File: config.mk
export PLATFORM = sky130hd
export DESIGN_NAME = gcram_refresh_arbiter
export DESIGN_NICKNAME = d
export VERILOG_FILES = /design/src/rtl/gcram_refresh_arbiter.sv
export SDC_FILE = /design/constraint.sdc
export NUM_CORES = 1
export LEC_CHECK = 0
export BUFFER_PORTS_ARGS = -buffer_cell sky130_fd_sc_hd__buf_2
export CORE_MARGIN = 4
export CORE_UTILIZATION = 41
export CTS_CLUSTER_SIZE = 14
export DETAILED_ROUTE_END_ITERATION = 8
export PLACE_DENSITY = 0.69
export SETUP_SLACK_MARGIN = 0.02
export SKIP_CTS_REPAIR_TIMING = 1
export SLEW_MARGIN = 10
export SYNTH_ARGS = -nofsm -noshare
export SYNTH_HDL_FRONTEND = slang
export SYNTH_SLANG_ARGS = --single-unit
File: constraint.sdc
create_clock -name clk -period 1.3 [get_ports clk]
set_input_delay 0.195 -clock clk [delete_from_list [all_inputs] [get_ports clk]]
set_output_delay 0.195 -clock clk [all_outputs]
set_load 0.05 [all_outputs]
File: src/rtl/gcram_refresh_arbiter.sv
// gcram_refresh_arbiter: shares RW port 0 of a 1RW+1R gain-cell SRAM between a user and a read/writeback refresh engine
// Ports: clk/rst (sync, active-high); refresh_en gates the refresh timer;
//   req_valid/req_ready/req_we/req_addr/req_wdata form the user request channel;
//   rsp_valid/rsp_rdata return read data one cycle after acceptance;
//   sweep_done pulses once after the last row has been refreshed;
//   csb0/web0/addr0/din0/dout0 drive macro port 0; csb1/addr1/dout1 drive macro port 1.
// Optional macro REFRESH_STATS_EN adds refresh_count and cancel_count outputs.
module gcram_refresh_arbiter #(
  parameter int DATA_WIDTH = 2,
  parameter int ADDR_WIDTH = 4,
  parameter int REFRESH_INTERVAL = 64
) (
  input  logic                  clk,
  input  logic                  rst,
  input  logic                  refresh_en,
  input  logic                  req_valid,
  output logic                  req_ready,
  input  logic                  req_we,
  input  logic [ADDR_WIDTH-1:0] req_addr,
  input  logic [DATA_WIDTH-1:0] req_wdata,
  output logic                  rsp_valid,
  output logic [DATA_WIDTH-1:0] rsp_rdata,
  output logic                  sweep_done,
  output logic                  csb0,
  output logic                  web0,
  output logic [ADDR_WIDTH-1:0] addr0,
  output logic [DATA_WIDTH-1:0] din0,
  input  logic [DATA_WIDTH-1:0] dout0,
  output logic                  csb1,
  output logic [ADDR_WIDTH-1:0] addr1,
  input  logic [DATA_WIDTH-1:0] dout1
`ifdef REFRESH_STATS_EN
  ,
  output logic [15:0]           refresh_count,
  output logic [15:0]           cancel_count
`endif
);
  localparam int TW = $clog2(REFRESH_INTERVAL);
  typedef enum logic [1:0] {IDLE, REF_RD, REF_WB} state_t;
  state_t state;
  logic [TW-1:0] timer;
  logic [ADDR_WIDTH-1:0] rf_addr;
  logic cancel, wb, accept, tick;
  // the writeback owns port 0 only when no same-row user write superseded it
  assign wb = !rst && state == REF_WB && !cancel;
  assign req_ready = !rst && !(state == REF_WB && !cancel);
  assign accept = req_valid && req_ready;
  assign tick = refresh_en && timer == TW'(REFRESH_INTERVAL - 1);
  assign csb0 = wb ? 1'b0 : !accept;
  assign web0 = wb ? 1'b0 : !req_we;
  assign addr0 = wb ? rf_addr : req_addr;
  assign din0 = wb ? dout1 : req_wdata;
  assign csb1 = !(!rst && state == REF_RD);
  assign addr1 = rf_addr;
  assign rsp_rdata = dout0;
  always_ff @(posedge clk) begin
    if (rst) begin
      state <= IDLE;
      timer <= '0;
      rf_addr <= '0;
      cancel <= 1'b0;
      rsp_valid <= 1'b0;
      sweep_done <= 1'b0;
    end else begin
      if (refresh_en) timer <= tick ? '0 : timer + 1'b1;
      state <= tick ? REF_RD : state == REF_RD ? REF_WB : IDLE;
      // a user write landing on the row being read makes the stale writeback unnecessary
      cancel <= state == REF_RD && accept && req_we && req_addr == rf_addr;
      if (state == REF_WB) rf_addr <= rf_addr + 1'b1;
      rsp_valid <= accept && !req_we;
      sweep_done <= state == REF_WB && rf_addr == '1;
    end
  end
`ifdef REFRESH_STATS_EN
  always_ff @(posedge clk) begin
    if (rst) begin
      refresh_count <= '0;
      cancel_count <= '0;
    end else if (state == REF_WB) begin
      if (!cancel && refresh_count != '1) refresh_count <= refresh_count + 1'b1;
      if (cancel && cancel_count != '1) cancel_count <= cancel_count + 1'b1;
    end
  end
`endif
endmodule

* Word level (Yosys, flattened, before mapping)
Index checks and enable logic that the tools add are counted.
Word-level totals: bits in registers 15, input port bits 15, output and inout bits 18
Cells by class: $add $sub $neg 2, equality and inequality tests 5, mux-type cells 7, reduce and logical (&&, ||, !) cells 19
Operators with widths (number):
- 1-bit logical AND | 12
- 6-bit by 1-bit adder with 6-bit output (second input constant) | 1
- 6-bit equality test (second input constant) | 1
- 1-bit logical NOT | 6
- 6-bit two-way mux | 1
- 4-bit by 1-bit adder with 4-bit output (second input constant) | 1
- 4-bit equality test | 1
- 4-bit equality test (second input constant) | 1
- 2-bit two-way mux | 2
- 4-bit two-way mux | 1
- 1-bit two-way mux | 3
- 2-bit by 1-bit equality test with 1-bit output (second input constant) | 1
- 2-bit equality test (second input constant) | 1
- 2-bit OR reduction | 1

* Longest topological paths before layout
Gate-level depths: netlist of the first run.
word-level depth 8, mapped depth 4, gate-level depth less buffers 4

* Least setup slack after synthesis of the first run
Ideal clock, no wire load.
path type flip-flop to output port, from register state[0], to output addr0[0], data arrival time 1.317 ns, data required time 1.105 ns, path slack -0.212 ns, cell stages (with the launch flop) 5, path buffers 1, cells stage by stage dfxtp_1 nand2b_1 buf_6 nor3_4 mux2_2
On the way: word-level cells in the longest chain between the ends 4
Ends and longest elaborated chain:
- from (decl) | line 40 | state_t state;
- from (signal assigned) | line 66 | state <= tick ? REF_RD : state == REF_RD ? REF_WB : IDLE;
- 2-bit equality test | line 45 | assign wb = !rst && state == REF_WB && !cancel;
- 1-bit logical AND (2 in a row) | line 45
- 4-bit two-way mux | line 51 | assign addr0 = wb ? rf_addr : req_addr;
- to (decl) | line 26 | output logic [ADDR_WIDTH-1:0] addr0,
No other way between the ends.

* Worst setup path after layout of the first run
from register state[0], to output din0[0]
On the way: word-level cells in the longest chain between the ends 4
Ends and longest elaborated chain:
- 2-bit equality test | line 45
- 1-bit logical AND (2 in a row) | line 45
- 2-bit two-way mux | line 52 | assign din0 = wb ? dout1 : req_wdata;
- to (decl) | line 27 | output logic [DATA_WIDTH-1:0] din0,
No other way between the ends.

==> reports/results.tsv, run 1 <==
stage	metric	value	unit
run_status	outcome	finished, violations left	
run_status	violations	setup timing	
layout	layout-drive-gt1-share	0.4958	
layout	multiInputGateArea	462.9	µm²
sta	fin_crit	1.770	ns
synthesis	syn_nets	100	
sta	relSlewSlack	0.8423	
drt	drc	0	
power	p_per_area	824.8	nW/µm²
sta	finalMaxSlewViolations	0	
sta	fmax	0.5648	GHz
layout	instances_no_fill	144	
clock_network	cts_made_buffers	3	
global_route	grt_use_total	0.1438	
sta	fin_ws	-0.4705	ns
sta	setup_viol	9	
synthesis	yosysTopAreaCellShare	0.3974	
synthesis	synth_top_cell_by_area	dfxtp_1	
clock_network	clkLatencyLatePin	0.29	ns
drt	firstDrtPassIters	4	
place	gp_congestion	0.7496	
global_route	grt_pass1_vias	654	
sta	rsz0062_at_grt	true	
floorplanning	die_w	50.93	µm
floorplanning	dieArea	2594	µm²
worst_hold_path	holdPathEnd	rsp_valid$_SDFF_PP0_	
setup_path	crit_path_start_kind	flop	
sta	setup_tns	-3.606	ns
setup_path	required	1.11	ns
sta	post-route-period-util	1.362	
floorplanning	io_pins	33	
setup_path	worstPathMaxFanout	7	
synthesis	ys_ff_latch	15	
layout	finalNetCount	137	
synthesis	synthTopCellsByArea	dfxtp_1, mux2_2, xor2_1	
global_route	grt_pass1_wl	2766	µm
synthesis	post_synth_num_cell_types	25	
global_route	grt_max_degree	16	
place	port_buffers	28	
worst_hold_path	hold_class	primary input to flop	
power	worst_ir_drop_vdd	645.3	µV
floorplanning	die_y	50.93	µm
drt	routed_wl	1976	µm
clock_network	cts_tree	built	
setup_path	worst-r2r-setup-slack	0.08	ns
drt	first_iter_violations	7	
global_route	antenna_found_initial	0	
clock_network	cts_root_buffer	clkbuf_4	
layout	n_fill_cell	146	
clock_network	clock-sinks	15	
clock_network	cts.clk_slew.worst_paths	0.09	ns
layout	design_area	1137	µm²
floorplanning	initial_core_util	0.4330	
place	dp.cells	137	
worst_hold_path	worstHoldStart	req_we	
layout	syn_to_final_growth	50.50	%
synthesis	yosys_warnings	0	
drt	wire_per_inst	13.72	µm
setup_path	path_class	flop to output port	
synthesis	postSynthCellCount	83	
power	p_leak	0.0005016	µW
setup_path	rr_endpoint	cancel$_SDFF_PP0_	
place	place_hpwl	1293	µm
setup_path	arrival	1.58	ns
synthesis	synth-seq-area-share	0.3974	
setup_path	r2r-start	state[0]$_SDFF_PP0_	
sta	hold_viol	0	
clock_network	clockBufferDepth	2	
clock_network	h-tree-depth	1	
drt	viasPerCell	4.819	
synthesis	syn_area_per_cell	9.105	µm²
drt	vias	694	
floorplanning	num_rows	15	
sta	tightest_slew	0.2341	ns
sta	whs	0.09474	ns
place	postPlaceCellArea	960.9	µm²
setup_path	end_kind	output port	
run	max-cap-violations	0	
layout	seq_area	306.5	µm²
drt	drtAntennaViolNets	0	
sta	fin_worst_skew	0.003307	ns
synthesis	syn_area	755.7	µm²
floorplanning	core	1745	µm²
global_route	grt_overflow	0	
worst_hold_path	min_path_cells	2	
setup_path	r2r_cells	5	
layout	diodes	0	
## metrics by stage
step | power [µW] | util | setup slack, ns
floorplan | 614.9 | - | -0.2089
global placement | 640.0 | 0.5505 | -0.1836
detailed placement | 642.5 | 0.5505 | -0.2119
CTS | 911.6 | 0.5656 | -0.5403
global route | 982.6 | 0.6516 | -0.5163
finish | 938.1 | 0.6516 | -0.4705
## layout make-up
type | count | area share
multi-input cells | 62 | 0.4070
clock buffers | 4 | 0.02310
well taps | 25 | 0.02750
flip-flops and latches | 15 | 0.2695
repair buffers | 38 | 0.2728
## cells in the final DEF (no fill, tap or decap), types with 3 or more instances in the layout
| cell type | synthesis | routed |
|---|---|---|
| buf_2 | 1 | 17 |
| nor2_1 | 13 | 10 |
| dfxtp_1 | 15 | 10 |
| buf_4 | 2 | 8 |
| mux2_4 | 0 | 6 |
| xor2_1 | 6 | 6 |
| buf_8 | 0 | 6 |
| buf_6 | 1 | 6 |
| nand3_1 | 5 | 5 |
| dfxtp_2 | 0 | 5 |
| xnor2_1 | 4 | 4 |
| nor3_1 | 4 | 4 |
| nand2_1 | 5 | 4 |
| clkbuf_4 | 0 | 4 |
| nand4_1 | 3 | 3 |
## per-layer routing
layer  routed length [µm]  global-route usage  up-vias
met2                 1025              0.2554       17
met1                  813              0.1464      315
met3                   57             0.04956        8
met4                   80             0.07623        0
met5                    0                   0        -
li1                     -                   -      354
## flip-flops by register name, summed over array words and instances (netlist names)
signal	cells
addr1	4
cancel	1
sweep_done	1
rsp_valid	1
state	2
timer	6
## worst max-delay path, cell delays in order (launching register included)
cell,delay (ns)
dfxtp_2,0.33
nand2b_4,0.15
nor3_4,0.16
buf_6,0.17
mux2_4,0.32
buf_8,0.15
## Yosys cell counts, drive strengths merged
| master | number |
|---|---|
| nor3 | 5 |
| ha | 2 |
| a31oi | 1 |
| or3 | 2 |
| nor4 | 1 |
| xnor2 | 4 |
| o21ai | 2 |
| nand3b | 1 |
| and2b | 1 |
| buf | 4 |
| mux2 | 6 |
| mux2i | 2 |
| nand2b | 1 |
| a21oi | 1 |
| clkbuf | 2 |
| xor2 | 6 |
| nor2 | 13 |
| nand3 | 5 |
| nand2 | 5 |
| dfxtp | 15 |
| nor2b | 1 |
| nand4 | 3 |
## where the power goes
| group | internal [µW] | total [µW] | leakage [µW] | switching, µW |
|---|---|---|---|---|
| combinational | 84.9 | 192 | 0.000362 | 107 |
| clock | 119 | 268 | 0.0000150 | 148 |
| sequential | 470 | 479 | 0.000124 | 8.72 |
| total | 674 | 938 | 0.000502 | 264 |
## cell families after synthesis
kind of cell / share of synthesized area
compound gates: 0.02815
xor+xnor: 0.1159
fa+ha+maj: 0.03311
buf+inv: 0.05131
mux: 0.1159
flops: 0.3974
simple gates: 0.2583
## worst max-delay path by stage
stage | start | endpoint
global placement | state[0]$_SDFF_PP0_ | addr0[2]
floorplan | state[0]$_SDFF_PP0_ | addr0[0]
finish | state[0]$_SDFF_PP0_ | din0[0]
detailed placement | state[0]$_SDFF_PP0_ | addr0[2]
global route | state[0]$_SDFF_PP0_ | din0[0]
CTS | state[0]$_SDFF_PP0_ | addr0[2]
Note: power is estimated with default switching activity, not from simulation.
==> inputs of run 2 (changes only) <==
CORE_ASPECT_RATIO = 0.7   (was not set)
CORE_UTILIZATION = 40   (was 41)
PLACE_DENSITY = 0.68   (was 0.69)
==> run 2 against run 1 <==
  * The flow still finishes with violations (setup timing)
  * Clock-buffer cell count unchanged
  * Routed wire length up 11%
  * Die area up 2.5%
  * Via count up 2.2%
  * Largest cell class unchanged
==> reports/results.tsv, run 2 (synthesis gave the netlist of run 1 again) <==
stage	metric	value	unit	change
sta	finalMaxSlewViolations	0		unchanged
setup_path	arrival	1.54	ns	-0.04 ns
run_status	violations	setup timing		
floorplanning	num_rows	12		-3
power	power_switching	276.4	µW	+4.7%
drt	vias	709		+2.2%
power	worst_ir_drop_vdd	629.7	µV	-2.4%
sta	hold_viol	0		unchanged
clock_network	clkLatencyLatePin	0.29	ns	about the same
global_route	grt_overflow	0		unchanged
sta	fin_ws	-0.4302	ns	+0.04029 ns
layout	layout_commonest_cell	buf_2		
sta	setup_viol	9		unchanged
run_status	outcome	finished, violations left		
sta	fmax	0.5780	GHz	+2.3%
sta	fin_worst_skew	0.002458	ns	-0.0008489 ns
clock_network	cts.clk_slew.worst_paths	0.09	ns	about the same
sta	post-route-period-util	1.331		-0.03100
floorplanning	core	1682	µm²	-3.7%
floorplanning	initial_core_util	0.4494		+0.01643
global_route	grt_use_total	0.1515		+0.007660
global_route	grt_pass1_wl	2898	µm	+4.8%
power	p_per_area	830.6	nW/µm²	+0.70%
drt	viasPerCell	5.064		+5.1%
drt	drc	0		unchanged
setup_path	r2r-start	state[0]$_SDFF_PP0_		
floorplanning	die_w	59.95	µm	+18%
sta	rsz0062_at_grt	true		
run	max-cap-violations	0		unchanged
global_route	grt_pass1_vias	628		-4.0%
clock_network	cts_root_buffer	clkbuf_4		
global_route	grt_max_degree	16		unchanged
clock_network	cts_made_buffers	3		unchanged
clock_network	h-tree-depth	1		unchanged
power	power_frac_seq	0.502		-0.008
clock_network	clock-sinks	15		unchanged
global_route	antenna_found_initial	0		unchanged
clock_network	cts_tree	built		
worst_hold_path	worstHoldStart	req_we		
worst_hold_path	hold_class	primary input to flop		
layout	largest_reg_flops	6		unchanged
setup_path	critPathLaunch	state[0]$_SDFF_PP0_		
layout	diodes	0		unchanged
power	combPwrFrac	0.207		+0.003
layout	n_fill_cell	132		-9.6%
power	internal_power	676.6	µW	+0.35%
place	port_buffers	28		unchanged
place	dp_slack	-0.1834	ns	+0.02852 ns
layout	multiInputGateArea	474.2	µm²	+2.4%
sta	setup_tns	-3.209	ns	+0.3977 ns
drt	drtAntennaViolNets	0		unchanged
place	place_hpwl	1320	µm	+2.1%
setup_path	crit_path_start_kind	flop		
layout	top_register	timer		
layout	seq_area	306.5	µm²	unchanged
floorplanning	io_pins	33		unchanged
setup_path	worstPathMaxFanout	8		+1
floorplanning	die_y	44.37	µm	-13%
power	power_frac_clock	0.291		+0.006
layout	finalNetCount	137		unchanged
power	switching_share	0.2900		+0.008755
drt	first_iter_violations	14		+7
drt	firstDrtPassIters	4		unchanged
setup_path	path_class	flop to output port		
place	gp_congestion	0.7449		-0.63%
power	p_leak	0.0005033	µW	+0.34%
setup_path	end_kind	output port		
layout	layout-drive-gt1-share	0.5126		+0.01681
sta	fin_crit	1.730	ns	-0.04029 ns
layout	syn_to_final_growth	51.82	%	
drt	routed_wl	2188	µm	+11%
sta	tightest_slew	0.2532	ns	+0.01914 ns
clock_network	clockBufferDepth	2		unchanged
drt	wire_per_inst	15.63	µm	+14%
floorplanning	dieArea	2660	µm²	+2.5%
sta	relSlewSlack	0.8323		-0.009948
layout	layout_common_cells	buf_2, dfxtp_1, nor2_1		
setup_path	required	1.11	ns	about the same
-- run 2: cell type report --
class                      instances  area share
tap                               21     0.02290
clock buffer                       4     0.02290
sequential                        15      0.2672
multi-input combinational         62      0.4133
timing repair buffer              38      0.2737
-- run 2: per-stage QoR --
step                        util  total power [µW]  cells  hold slack (ns)  area [µm²]
after floorplan                -             614.9     83           0.2674       775.7
after global placement    0.5685             640.2    133           0.3831       955.9
after detailed placement  0.5685             643.3    133           0.3904       955.9
after CTS                 0.5841             917.7    137          0.07533       982.2
after global routing      0.6823              1001    140          0.09500        1147
final                     0.6823             953.0    140          0.09711        1147
-- run 2: worst paths after layout --
check                     endpoint  slack [ns]  cells past startpoint
max                       addr0[0]       -0.43                      5
min           rsp_valid$_SDFF_PP0_         0.1                      2
min reg2reg    state[0]$_SDFF_PP0_        0.51                      2
max reg2reg  addr1[3]$_SDFFE_PP0N_        0.11                      4
-- run 2: layer usage --
| layer | part of all wire | track usage |
|---|---|---|
| met4 | 0.038 | 0.06637 |
| met1 | 0.42 | 0.1826 |
| met5 | 0 | 0 |
| met2 | 0.49 | 0.2306 |
| met3 | 0.052 | 0.06997 |
-- run 2: critical path: stages (launching register included) --
cell and delay [ns]:
dfxtp_2 0.33, nand2b_4 0.15, nor3_4 0.12, buf_6 0.17
mux2_4 0.32, buf_8 0.15
-- run 2: power groups by stage --
| stage | clock (µW) | sequential [µW] | combinational [µW] |
|---|---|---|---|
| detailed placement | 0 | 489 | 154 |
| global route | 310 | 480 | 211 |
| finish | 277 | 478 | 198 |
| global placement | 0 | 489 | 151 |
| CTS | 285 | 478 | 154 |
| floorplan | 0 | 492 | 123 |
